===== src/rtl/fifo_param.sv =====
// fifo_param: parametrised single-clock FIFO with flush, almost flags and dout hold.
// Ports: clk, reset_n (async, active-low), flush, wr_en/din, rd_en/dout,
//        data_count, full, empty, almost_full, almost_empty,
//        wr_ack, wr_err, rd_ack, rd_err (one-cycle status pulses).
module fifo_param #(
  parameter int DATA_WIDTH = 32,
  parameter int ADDR_WIDTH = 3,
  parameter int AF_LEVEL   = 6,
  parameter int AE_LEVEL   = 1,
  parameter bit HOLD_DOUT  = 1'b0
) (
  input  logic                  clk,
  input  logic                  reset_n,
  input  logic                  flush,
  input  logic                  wr_en,
  input  logic [DATA_WIDTH-1:0] din,
  input  logic                  rd_en,
  output logic [DATA_WIDTH-1:0] dout,
  output logic [ADDR_WIDTH:0]   data_count,
  output logic                  full,
  output logic                  empty,
  output logic                  almost_full,
  output logic                  almost_empty,
  output logic                  wr_ack,
  output logic                  wr_err,
  output logic                  rd_ack,
  output logic                  rd_err
);

  localparam int DEPTH = 1 << ADDR_WIDTH;

  localparam logic [ADDR_WIDTH:0] CNT_MAX =
    (ADDR_WIDTH+1)'(DEPTH);
  localparam logic [ADDR_WIDTH:0] AF_L =
    (ADDR_WIDTH+1)'(AF_LEVEL);
  localparam logic [ADDR_WIDTH:0] AE_L =
    (ADDR_WIDTH+1)'(AE_LEVEL);
  localparam logic [ADDR_WIDTH:0] CNT_ONE =
    (ADDR_WIDTH+1)'(1);
  localparam logic [ADDR_WIDTH-1:0] PTR_ONE =
    (ADDR_WIDTH)'(1);

  logic [DATA_WIDTH-1:0] mem [DEPTH];

  logic [ADDR_WIDTH-1:0] head, head_nxt;
  logic [ADDR_WIDTH-1:0] tail, tail_nxt;
  logic [ADDR_WIDTH:0]   count, count_nxt;
  logic [DATA_WIDTH-1:0] dout_nxt;

  logic rd_ok;
  logic wr_ok;

  assign full         = (count == CNT_MAX);
  assign empty        = (count == '0);
  assign almost_full  = (count >= AF_L);
  assign almost_empty = (count <= AE_L);
  assign data_count   = count;

  // A write into a full FIFO is allowed only when the same-cycle read
  // frees the slot; the read returns the old word at head.
  assign rd_ok = rd_en & ~flush & ~empty;
  assign wr_ok = wr_en & ~flush & (~full | rd_ok);

  always_comb begin
    head_nxt  = head;
    tail_nxt  = tail;
    count_nxt = count;
    dout_nxt  = HOLD_DOUT ? dout : '0;
    if (flush) begin
      head_nxt  = '0;
      tail_nxt  = '0;
      count_nxt = '0;
      dout_nxt  = '0;
    end else begin
      if (rd_ok) begin
        head_nxt = head + PTR_ONE;
        dout_nxt = mem[head];
      end
      if (wr_ok) begin
        tail_nxt = tail + PTR_ONE;
      end
      unique case ({wr_ok, rd_ok})
        2'b10:   count_nxt = count + CNT_ONE;
        2'b01:   count_nxt = count - CNT_ONE;
        default: count_nxt = count;
      endcase
    end
  end

  always_ff @(posedge clk) begin
    if (wr_ok) begin
      mem[tail] <= din;
    end
  end

  always_ff @(posedge clk or negedge reset_n) begin
    if (!reset_n) begin
      head   <= '0;
      tail   <= '0;
      count  <= '0;
      dout   <= '0;
      wr_ack <= 1'b0;
      wr_err <= 1'b0;
      rd_ack <= 1'b0;
      rd_err <= 1'b0;
    end else begin
      head   <= head_nxt;
      tail   <= tail_nxt;
      count  <= count_nxt;
      dout   <= dout_nxt;
      wr_ack <= wr_ok;
      wr_err <= wr_en & ~flush & ~wr_ok;
      rd_ack <= rd_ok;
      rd_err <= rd_en & ~flush & ~rd_ok;
    end
  end

endmodule


===== config.mk =====
export PLATFORM = sky130hd
export DESIGN_NAME = fifo_param
export DESIGN_NICKNAME = d
export VERILOG_FILES = /design/src/rtl/fifo_param.sv
export SDC_FILE = /design/constraint.sdc
export NUM_CORES = 1
export LEC_CHECK = 0
export ABC_CLOCK_PERIOD_IN_PS = 7700
export CORE_ASPECT_RATIO = 1.2
export CORE_MARGIN = 1
export CORE_UTILIZATION = 60
export CTS_CLUSTER_SIZE = 30
export DETAILED_ROUTE_END_ITERATION = 8
export PLACE_DENSITY_LB_ADDON = 0.25
export SYNTH_ARGS = -nofsm -noshare
export SYNTH_HDL_FRONTEND = slang
export SYNTH_SLANG_ARGS = --single-unit
export TNS_END_PERCENT = 100

===== constraint.sdc =====
create_clock -name clk -period 7.7 [get_ports clk]
set_clock_uncertainty 0.15 [all_clocks]
set_input_delay 1.54 -clock clk [delete_from_list [all_inputs] [get_ports clk]]
set_output_delay 1.54 -clock clk [all_outputs]
set_load 0.02 [all_outputs]

-- After elaboration in Yosys (flattened, before gate mapping)
Memory sizes are Yosys's and may differ from the RTL's.
Cells that the tools add are included.
W data, S select, Z words.
- ROM bits: 0
- memories: 1
- output and inout bits: 44
- latch bits: 0
- bits in writable memories: 256
- flip-flop bits (word level): 46
- memories (memory ; depth ; bits a word ; rd ports ; clocked after memory_dff ; wr ports ; line ; text):
    mem ; 8 ; 32 ; 1 ; 0 ; 1 ; 43 ; logic [DATA_WIDTH-1:0] mem [DEPTH];
- div/mod/pow operators: 0
- $mul: 0
- bitwise logic cells: 12
- reduce and logical (&&, ||, !) cells: 4
- shift operators: 0
- mux-type cells: 10
- $lt $le $gt $ge: 2
- add/subtract/negate cells: 4
- eq/ne operators: 3
- operators with widths (cell ; count):
    $mux W32 ; 2
    $mux W3 ; 4
    $pmux W4 S2 ; 1
    $add A3 B1 Y3 const B ; 2
    $and A1 B1 Y1 ; 6
    $not A1 Y1 ; 5
    $add A4 B1 Y4 const B ; 1
    $eq A4 B4 Y1 const B ; 1
    $ge A4 B3 Y1 const B ; 1
    $le A4 B1 Y1 const B ; 1
    $logic_not A4 Y1 ; 1
    $mux W4 ; 1
    $reduce_bool A2 Y1 ; 2
    $sub A4 B1 Y4 const B ; 1
    $reduce_bool A3 Y1 ; 1
    $eq A2 B1 Y1 const B ; 1
    $eq A2 B2 Y1 const B ; 1
    $mux W1 ; 2
    $or A1 B1 Y1 ; 1

-- Depth between registers and ports, before layout
Gate-level depths: netlist of run 1.
- word-level depth: 8
- gate-level depth with buffers: 8
- gate-level depth less buffers: 7

-- Worst setup path after synthesis of run 1
No wires, ideal clock.
- path kind: input -> register
- start: in wr_en
- end: mem mem[0][0], enable pin
- path slack: 2.139 ns
- data required time: 7.049 ns
- stages: 3
- arrival time: 4.910 ns
- setup time: 0.501 ns
- cell sequence: nor2b_1 > nand2_1 > nor4_1
- cells in the longest elaborated chain, start to end: 4
- RTL lines (element ; line ; text):
    start: declaration ; 15 ; input logic wr_en,
    $and A1 B1 Y1 (2 in a row) ; 62 ; assign wr_ok = wr_en & ~flush & (~full | rd_ok);
    $mux W1 ; 91 ; if (wr_ok) begin
    $mux W1 (implied by the code) ; 92 ; mem[tail] <= din;
    end: declaration ; 43 ;
No other way between the ends.

-- Final worst setup path of run 1
- start: reg count[0], in the netlist data_count[0]
- end: out empty
- cells in the longest elaborated chain, start to end: 1
- RTL lines (element ; line ; text):
    start: declaration ; 47 ; logic [ADDR_WIDTH:0] count, count_nxt;
    start signal: assignment ; 109 ; count <= count_nxt;
    $logic_not A4 Y1 ; 54 ; assign empty = (count == '0);
    end: declaration ; 21 ; output logic empty,
No other way between the ends.

==> results.sh, run 1 <==
export IMPL_setup_violations=0
export IMPL_relSlewSlack=0.195
export IMPL_vias_per_cell=5.93
export IMPL_status="finished, final reports clean"
export IMPL_ctsResizeCount=0
export IMPL_hpwl_um=11200
export IMPL_grt_pass1_vias=5844
export IMPL_fin_crit_ns=4.26
export IMPL_crit_type="flip-flop to primary output"
export IMPL_max_freq_ghz=0.235
export IMPL_tritoncts="yes"
export IMPL_port_buffers=80
export IMPL_max_slew_worst_pin_slew_ns=1.21
export IMPL_die_area_um2=19600
export IMPL_ys_ff_latch=302
export IMPL_synth_edff_count=256
export IMPL_avgRoutedWirePerCell_um=22.6
export IMPL_area_growth_syn_to_layout_pct=17.4
export IMPL_yosys_area_top_type="edfxtp_1"
export IMPL_firstDrtPassIters=5
export IMPL_ir_drop_mv=0.236
export IMPL_postCtsHoldBufs=0
export IMPL_fp_coreArea_um2=18400
export IMPL_grt_ovfl_total=0
export IMPL_min_to="dout[2]"
export IMPL_cts_buffers=28
export IMPL_r2r_cells=7
export IMPL_synth_flop_cell="edfxtp_1"
export IMPL_whs_ns=0.551
export IMPL_drtIter0Drc=543
export IMPL_finalHoldViolCount=0
export IMPL_die_h_um=153
export IMPL_yosysWarnings=0
export IMPL_worstHoldStart="mem[2][2]"
export IMPL_async_flop_share=0.152
export IMPL_netlist_area_leader_share=0.672
export IMPL_layout_cell_area_non_filler_um2=13400
export IMPL_nets=685
export IMPL_grt_max_degree=67
export IMPL_cp_end_kind="primary output"
export IMPL_hold_depth=3
export IMPL_place_area_um2=12600
export IMPL_avgSynthCellArea_um2=21.0
export IMPL_path_cells="inv_1 > ha_1 > or3b_1 > inv_2 > clkdlybuf4s50_1"
export IMPL_maxCapViolCount=0
export IMPL_clock_sinks=302
export IMPL_ioPinCount=81
export IMPL_place_gp_congestion=0.867
export IMPL_synth_seq_area_share=0.773
export IMPL_path_clk_slew_ns=0.07
export IMPL_power_density_nw_per_um2=306
export IMPL_syn_nets=588
export IMPL_mostFrequentLayoutCells="edfxtp_1, clkdlybuf4s50_1, mux4_2, dfrtp_1, nor2_1"
export IMPL_grt_pass1_wl_um=33000
export IMPL_htreeDepth=1
export IMPL_die_w_um=128
export IMPL_yosysUniqueCellTypes=35
export IMPL_cp_top_family="buffers and inverters"
export IMPL_max_stage_delay_ns=0.60
export IMPL_min_path_type="flip-flop to flip-flop"
export IMPL_start_kind="flip-flop"
export IMPL_start_util=0.620
export IMPL_fin_crit_sh=0.553
export IMPL_ys_top_cells_by_area="edfxtp_1, mux4_2, dfrtp_1"
export IMPL_rsz0062_at_grt="no"
export IMPL_layout_commonest_cell="edfxtp_1"
export IMPL_r2r_end="mem[3][14]"
export IMPL_drc=0
export IMPL_rrSetupSlack_ns=4.58
export IMPL_ant_nets=0
export IMPL_num_vias=5423
export IMPL_core_rowCount=54
export IMPL_antenna_found_initial=0
export IMPL_reg2reg_from="data_count[0]"
export IMPL_grtUsageTotal=0.226
export IMPL_wirelength_um=20700
export IMPL_post_cts_buffers=0
export IMPL_antenna_cells=0
export IMPL_netlist_area_um2=11400
export IMPL_cp_slowest_cell="clkdlybuf4s50_1"
export IMPL_clock_path_buffers=3
export IMPL_setup_tns_ns=0
export IMPL_critPathArrivalTime_ns=2.57
export IMPL_critical_path_buf_inv_count=3
export IMPL_drive_gt1_frac=0.196
export IMPL_clockRootBuffer="clkbuf_16"
export IMPL_cp_required_ns=6.01
export IMPL_synthCells=544
export IMPL_clk_latency_ns=0.53
export IMPL_finalMaxSlewViolations=0
export IMPL_critPathMaxFanout=8
export IMPL_p_leak_nw=4.43
[where the power goes]
| group | internal (W) | total [W] | switching, W |
|---|---|---|---|
| registers | 0.00186 | 0.00194 | 0.0000787 |
| clock network | 0.000738 | 0.00129 | 0.000557 |
| logic | 0.000447 | 0.000877 | 0.000430 |
| total | 0.00305 | 0.00411 | 0.00107 |
[synth_stat cells, drive strengths merged (3+ instances only)]
library cell	n
buf	20
clkbuf	4
dfrtp	46
edfxtp	256
ha	7
inv	6
mux2i	34
mux4	64
nand2	11
nand2b	4
nand3	4
nand4	3
nor2	45
nor2b	6
nor3	8
o2111ai	3
xor2	5
[cells by family (layout without fill, tap and decap cells)]
group           after synthesis  count (layout)  synth area share
fa+ha+maj                     7               7           0.00766
compound gates                9               9           0.00525
buf+inv                      30             149            0.0134
xor+xnor                      5               5           0.00383
flops                       302             302             0.773
simple gates                 92              92            0.0399
mux                          99              99             0.157
[tightest hold or removal path, cell delays in order (launching register included)]
cell      delay (ns)
edfxtp_1        0.31
mux4_2          0.22
mux2i_1         0.06
nor2_1          0.08
[worst max path at each step]
stage          slack (ns)          to  depth (start not counted)           from
6_report             3.44       empty                          5  data_count[0]
5_1_grt              3.30       empty                          5  data_count[1]
4_1_cts              3.43       empty                          5  data_count[0]
3_5_place_dp         3.06  mem[5][20]                          6          flush
3_3_place_gp         3.16  mem[7][18]                          6          flush
2_1_floorplan        2.14   mem[0][0]                          3          wr_en
[stage by stage]
step	util	power [W]	setup WS, ns	std cells
detailed placement	0.680	0.00286	3.06	863
CTS	0.728	0.00415	3.43	915
global route	0.728	0.00427	3.30	915
finish	0.728	0.00411	3.44	915
global placement	0.680	0.00284	3.16	863
floorplan	-	0.00259	2.14	544
[metal layers]
layer  vias up  GRT usage  part of all wire  routed length [um]
met5         -          0                 0                   0
met4         0     0.0678             0.020                 416
met3        35     0.0263             0.049                1000
met2       200      0.390              0.53               11000
met1      2814      0.306              0.40                8260
li1       2374          -                 -                   -
[flip-flops by register name, summed over array words and instances, names as in the netlist]
| signal | flops |
|---|---|
| data_count | 4 |
| dout | 32 |
| head | 3 |
| mem | 256 |
| rd_ack | 1 |
| rd_err | 1 |
| tail | 3 |
| wr_ack | 1 |
| wr_err | 1 |
[final cells by class]
cell class                 instances  area, um2
inverter                           6       22.5
timing repair buffer              91        878
clock inverter                    15       92.6
sequential                       302       8840
multi-input combinational        212       2490
tap                              252        315
clock buffer                      37        776
fill                            1039       5030
Power figures use the tool's default switching activity.
==> run 2, diff against run 1 <==
--- a/config.mk
+++ b/config.mk
@@ -5,10 +5,10 @@
 export SDC_FILE = /design/constraint.sdc
 export NUM_CORES = 1
 export LEC_CHECK = 0
-export ABC_CLOCK_PERIOD_IN_PS = 7700
+export ABC_CLOCK_PERIOD_IN_PS = 4400
 export CORE_ASPECT_RATIO = 1.2
 export CORE_MARGIN = 1
-export CORE_UTILIZATION = 60
+export CORE_UTILIZATION = 58
 export CTS_CLUSTER_SIZE = 30
 export DETAILED_ROUTE_END_ITERATION = 8
 export PLACE_DENSITY_LB_ADDON = 0.25
==> constraint.sdc (replaced) <==
create_clock -name clk -period 4.4 [get_ports clk]
set_clock_uncertainty 0.15 [all_clocks]
set_input_delay 0.88 -clock clk [delete_from_list [all_inputs] [get_ports clk]]
set_output_delay 0.88 -clock clk [all_outputs]
set_load 0.02 [all_outputs]
==> run 2 against run 1 <==
Against the previous run: register-to-register slack got worse by 3.0 ns; clock power rose by 94%; count of clock-buffer cells in the layout is 2 lower; first-iteration DRC count decreased by 12%; critical path type unchanged.
==> results.sh, run 2 (synthesized netlist as in run 1, its figures left out) <==
export IMPL_cp_end_kind="primary output"
export IMPL_avgRoutedWirePerCell_um=22.9
export IMPL_fillCellCount=1127
export IMPL_met3_usage=0.0295
export IMPL_path_cells="inv_1 > ha_1 > or3b_1 > inv_2 > clkdlybuf4s50_1"
export IMPL_power_density_nw_per_um2=549
export IMPL_maxCapViolCount=0
export IMPL_critPathArrivalTime_ns=2.63
export IMPL_ant_nets=0
export IMPL_wirelength_um=21100
export IMPL_antenna_cells=0
export IMPL_critPathMaxFanout=8
export IMPL_max_flop_register="mem"
export IMPL_ioPinCount=81
export IMPL_power_switching_w=0.00189
export IMPL_max_freq_ghz=0.273
export IMPL_cp_required_ns=3.37
export IMPL_hpwl_um=12600
export IMPL_mostFrequentLayoutCells="edfxtp_1, clkdlybuf4s50_1, mux4_2, dfrtp_1, nor2_1"
export IMPL_setup_tns_ns=0
export IMPL_clockRootBuffer="clkbuf_16"
export IMPL_p_leak_nw=4.50
export IMPL_finalHoldViolCount=0
export IMPL_die_w_um=130
export IMPL_grt_busiest_layer="met2"
export IMPL_area_growth_syn_to_layout_pct=18.8
export IMPL_crit_type="flip-flop to primary output"
export IMPL_whs_ns=0.276
export IMPL_relSlewSlack=0.233
export IMPL_largest_register_ffs=256
export IMPL_drtIter0Drc=480
export IMPL_drive_gt1_frac=0.210
export IMPL_cp_top_family="buffers and inverters"
export IMPL_status="finished, final reports clean"
export IMPL_post_cts_buffers=0
export IMPL_grt_met2_usage=0.382
export IMPL_critical_path_buf_inv_count=3
export IMPL_max_slew_worst_pin_slew_ns=1.15
export IMPL_p_seq_frac=0.466
export IMPL_switching_share=0.254
export IMPL_firstDrtPassIters=5
export IMPL_power_share_clock=0.336
export IMPL_clock_sinks=302
export IMPL_grt_pass1_vias=5804
export IMPL_ctsResizeCount=0
export IMPL_grt_pass1_wl_um=32900
export IMPL_die_h_um=156
export IMPL_min_path_type="input pin to asynchronous set/reset pin"
export IMPL_grt_ovfl_total=0
export IMPL_core_rowCount=55
export IMPL_drc=0
export IMPL_fin_crit_sh=0.832
export IMPL_internal_power_w=0.00557
export IMPL_start_util=0.600
export IMPL_rsz0062_at_grt="no"
export IMPL_max_stage_delay_ns=0.62
export IMPL_cts_buffers=27
export IMPL_setup_violations=0
export IMPL_tritoncts="yes"
export IMPL_htreeDepth=1
export IMPL_grt_max_degree=45
export IMPL_use_met1=0.304
export IMPL_grtUsageTotal=0.223
export IMPL_fin_crit_ns=3.66
export IMPL_die_area_um2=20300
export IMPL_antenna_found_initial=0
export IMPL_port_buffers=80
export IMPL_place_gp_congestion=0.813
export IMPL_path_clk_slew_ns=0.06
export IMPL_cp_slowest_cell="clkdlybuf4s50_1"
export IMPL_finalMaxSlewViolations=0
export IMPL_nets=691
export IMPL_start_kind="flip-flop"
export IMPL_pwr_share_comb=0.198
export IMPL_layout_commonest_cell="edfxtp_1"
export IMPL_num_vias=5464
export IMPL_clk_latency_ns=0.52
export IMPL_clock_path_buffers=3
export IMPL_vias_per_cell=5.92
export IMPL_postCtsHoldBufs=0
export IMPL_fp_coreArea_um2=19100
export IMPL_ir_drop_mv=0.377
run 2: per-layer routing:
layer | share of wire | up-vias
met5 | 0 | -
met4 | 0.019 | 0
met3 | 0.052 | 34
met2 | 0.52 | 197
met1 | 0.40 | 2857
li1 | - | 2376
run 2: power by group through the flow:
stage	registers (W)	clock network (W)	logic, W
final	0.00348	0.00250	0.00148
after CTS	0.00349	0.00255	0.00149
after detailed placement	0.00355	0	0.00148
after floorplan	0.00347	0	0.00106
after global routing	0.00352	0.00266	0.00159
after global placement	0.00354	0	0.00146
run 2: worst paths after layout:
kind                                from       end  slack (ns)  depth (start not counted)
hold reg to reg               mem[0][24]  dout[24]        0.56                          3
hold / removal                   reset_n  dout[24]        0.28                          1
max in group asynchronous        reset_n   head[2]        3.04                          2
setup reg to reg           data_count[1]   dout[7]        1.54                          6
min in group clk              mem[0][24]  dout[24]        0.56                          3
setup / recovery           data_count[1]     empty        0.74                          5
run 2: stage by stage:
step	total power [W]	cells	utilization	setup WS [ns]	instance area, um2
2_1_floorplan	0.00453	544	-	0.188	11400
3_3_place_gp	0.00500	874	0.663	0.903	12600
3_5_place_dp	0.00503	874	0.663	0.840	12600
4_1_cts	0.00753	923	0.713	0.735	13600
5_1_grt	0.00776	923	0.713	0.613	13600
6_report	0.00746	923	0.713	0.737	13600
run 2: area by class of cell:
cell class,instances,area [um2],share of cell area
clock buffers,35,736,0.0541
clock inverters,14,221,0.0163
inverters,6,22.5,0.00166
multi-input cells,212,2500,0.184
flip-flops and latches,302,8840,0.651
well taps,256,320,0.0236
repair buffers,98,943,0.0694
==> run 3, diff against run 2 <==
--- a/config.mk
+++ b/config.mk
@@ -5,10 +5,10 @@
 export SDC_FILE = /design/constraint.sdc
 export NUM_CORES = 1
 export LEC_CHECK = 0
-export ABC_CLOCK_PERIOD_IN_PS = 4400
+export ABC_CLOCK_PERIOD_IN_PS = 3000
 export CORE_ASPECT_RATIO = 1.2
 export CORE_MARGIN = 1
-export CORE_UTILIZATION = 58
+export CORE_UTILIZATION = 53
 export CTS_CLUSTER_SIZE = 30
 export DETAILED_ROUTE_END_ITERATION = 8
 export PLACE_DENSITY_LB_ADDON = 0.25
==> constraint.sdc (replaced) <==
create_clock -name clk -period 3 [get_ports clk]
set_clock_uncertainty 0.15 [all_clocks]
set_input_delay 0.6 -clock clk [delete_from_list [all_inputs] [get_ports clk]]
set_output_delay 0.6 -clock clk [all_outputs]
set_load 0.02 [all_outputs]
==> run 3 against run 2 <==
Against the previous run: largest power group unchanged; sequential share of layout area fell by 1.1 points; first-iteration DRC count decreased by 14%; combinational power rose by 57%; sequential power up 44%; non-clock buffer count increased by 11; flip-flop and latch count unchanged; final cell count is 3.0% higher.
==> results.sh, run 3 (synthesized netlist as in run 1, its figures left out) <==
export IMPL_status="finished, final reports clean"
export IMPL_drtIter0Drc=415
export IMPL_p_leak_nw=4.60
export IMPL_post_cts_buffers=0
export IMPL_layout_area_seq_um2=8840
export IMPL_finalWorstSetupSlack_ns=0.153
export IMPL_max_freq_ghz=0.351
export IMPL_rsz0062_at_grt="no"
export IMPL_htreeDepth=1
export IMPL_crit_start="data_count[0]"
export IMPL_finalMaxSlewViolations=0
export IMPL_place_gp_congestion=0.852
export IMPL_path_cells="inv_2 > ha_1 > o21ai_0 > nand2b_1 > clkdlybuf4s50_1"
export IMPL_maxCapViolCount=0
export IMPL_avgRoutedWirePerCell_um=22.3
export IMPL_cp_slowest_cell="clkdlybuf4s50_1"
export IMPL_path_clk_slew_ns=0.06
export IMPL_placed_cells=899
export IMPL_clockRootBuffer="clkbuf_16"
export IMPL_wirelength_um=21200
export IMPL_core_rowCount=58
export IMPL_clk_latency_ns=0.53
export IMPL_cp_required_ns=2.25
export IMPL_nets=703
export IMPL_cts_buffers=28
export IMPL_mostFrequentLayoutCells="edfxtp_1, clkdlybuf4s50_1, mux4_2, dfrtp_1, nor2_1"
export IMPL_largest_register_ffs=256
export IMPL_start_kind="flip-flop"
export IMPL_antenna_cells=0
export IMPL_setup_tns_ns=0
export IMPL_relSlewSlack=0.544
export IMPL_max_stage_delay_ns=0.53
export IMPL_max_flop_register="mem"
export IMPL_die_h_um=163
export IMPL_port_buffers=80
export IMPL_fillCellCount=1399
export IMPL_ioPinCount=81
export IMPL_layout_commonest_cell="edfxtp_1"
export IMPL_cp_end_kind="primary output"
export IMPL_ir_drop_mv=0.637
export IMPL_area_growth_syn_to_layout_pct=20.8
export IMPL_fin_crit_sh=0.949
export IMPL_num_vias=5428
export IMPL_postCtsHoldBufs=0
export IMPL_min_path_type="input pin to asynchronous set/reset pin"
export IMPL_die_area_um2=22200
export IMPL_antenna_found_initial=0
export IMPL_power_density_nw_per_um2=786
export IMPL_drive_gt1_frac=0.229
export IMPL_die_w_um=136
export IMPL_fin_crit_ns=2.85
export IMPL_clock_sinks=302
export IMPL_fp_coreArea_um2=21000
export IMPL_grtUsageTotal=0.203
export IMPL_place_ws_ns=0.209
export IMPL_place_area_um2=12900
export IMPL_grt_pass1_vias=5926
export IMPL_multi_input_area_um2=2530
export IMPL_critPathArrivalTime_ns=2.10
export IMPL_grt_pass1_wl_um=33400
export IMPL_cp_top_family="buffers and inverters"
export IMPL_finalHoldViolCount=0
export IMPL_critical_path_buf_inv_count=2
export IMPL_layout_cell_area_non_filler_um2=13800
export IMPL_hpwl_um=12800
export IMPL_clock_path_buffers=3
export IMPL_finalNonFillerCells=951
export IMPL_grt_max_degree=47
export IMPL_vias_per_cell=5.71
export IMPL_rrSetupSlack_ns=0.50
export IMPL_start_util=0.543
export IMPL_ant_nets=0
export IMPL_drc=0
export IMPL_critPathMaxFanout=7
export IMPL_setup_violations=0
export IMPL_tritoncts="yes"
export IMPL_reg2reg_from="data_count[1]"
export IMPL_grt_ovfl_total=0
export IMPL_max_slew_worst_pin_slew_ns=0.683
export IMPL_crit_type="flip-flop to primary output"
export IMPL_whs_ns=0.0330
export IMPL_firstDrtPassIters=5
run 3: changes by cell type in the layout (fill, tap and decap cells not counted), moves of 2 or more:
cell             change
clkbuf_16            +2
clkinv_2             +2
bufinv_16            -3
nor3_4               +4
clkbuf_1             +2
clkinv_4             +2
nor3_2               -4
clkdlybuf4s50_1      -3
buf_12              +10
run 3: through the flow:
stage / utilization / total power [W]
5_1_grt: 0.656 / 0.0113
4_1_cts: 0.656 / 0.0110
2_1_floorplan: - / 0.00664
6_report: 0.656 / 0.0109
3_3_place_gp: 0.612 / 0.00737
3_5_place_dp: 0.612 / 0.00744
run 3: final timing paths:
path                                  to  cells past startpoint
max                          almost_full                      5
min                        data_count[2]                      2
max reg2reg                   mem[1][19]                      8
min reg2reg                     dout[28]                      3
max in group asynchronous        head[0]                      2
min in group clk                dout[28]                      3
run 3: metal layers:
layer	share of wire	track usage	wire length, um	up-vias
met2	0.52	0.351	11100	162
met3	0.049	0.0274	1040	21
li1	-	-	-	2407
met5	0	0	0	-
met4	0.012	0.0444	255	0
met1	0.41	0.276	8800	2838
run 3: worst register-to-register path, delay by kind of cell, from the launching register on:
family                     cells  cell delay [ns]
and+or+nand+nor                4             0.81
buffers and inverters          3             0.51
DFF                            1             0.47
adders and majority gates      1             0.23
run 3: report_power, final:
group	total [W]	switching, W	internal [W]	leakage (nW)
combinational	0.00233	0.00112	0.00121	1.21
clock	0.00352	0.00144	0.00208	0.455
sequential	0.00501	0.000235	0.00477	2.94
run 3: cell type report:
type	instances	area share
Clock buffer	38	0.0564
Sequential cell	302	0.640
Clock inverter	14	0.0110
Timing Repair Buffer	109	0.0831
Multi-Input combinational cell	212	0.183
Tap cell	270	0.0245
Inverter	6	0.00163
run 3: repair_timing:
action,CTS,global route
resized for setup,5,3
pin swaps,0,0
endpoints found under the setup margin,2,3
hold endpoints to repair,0,0
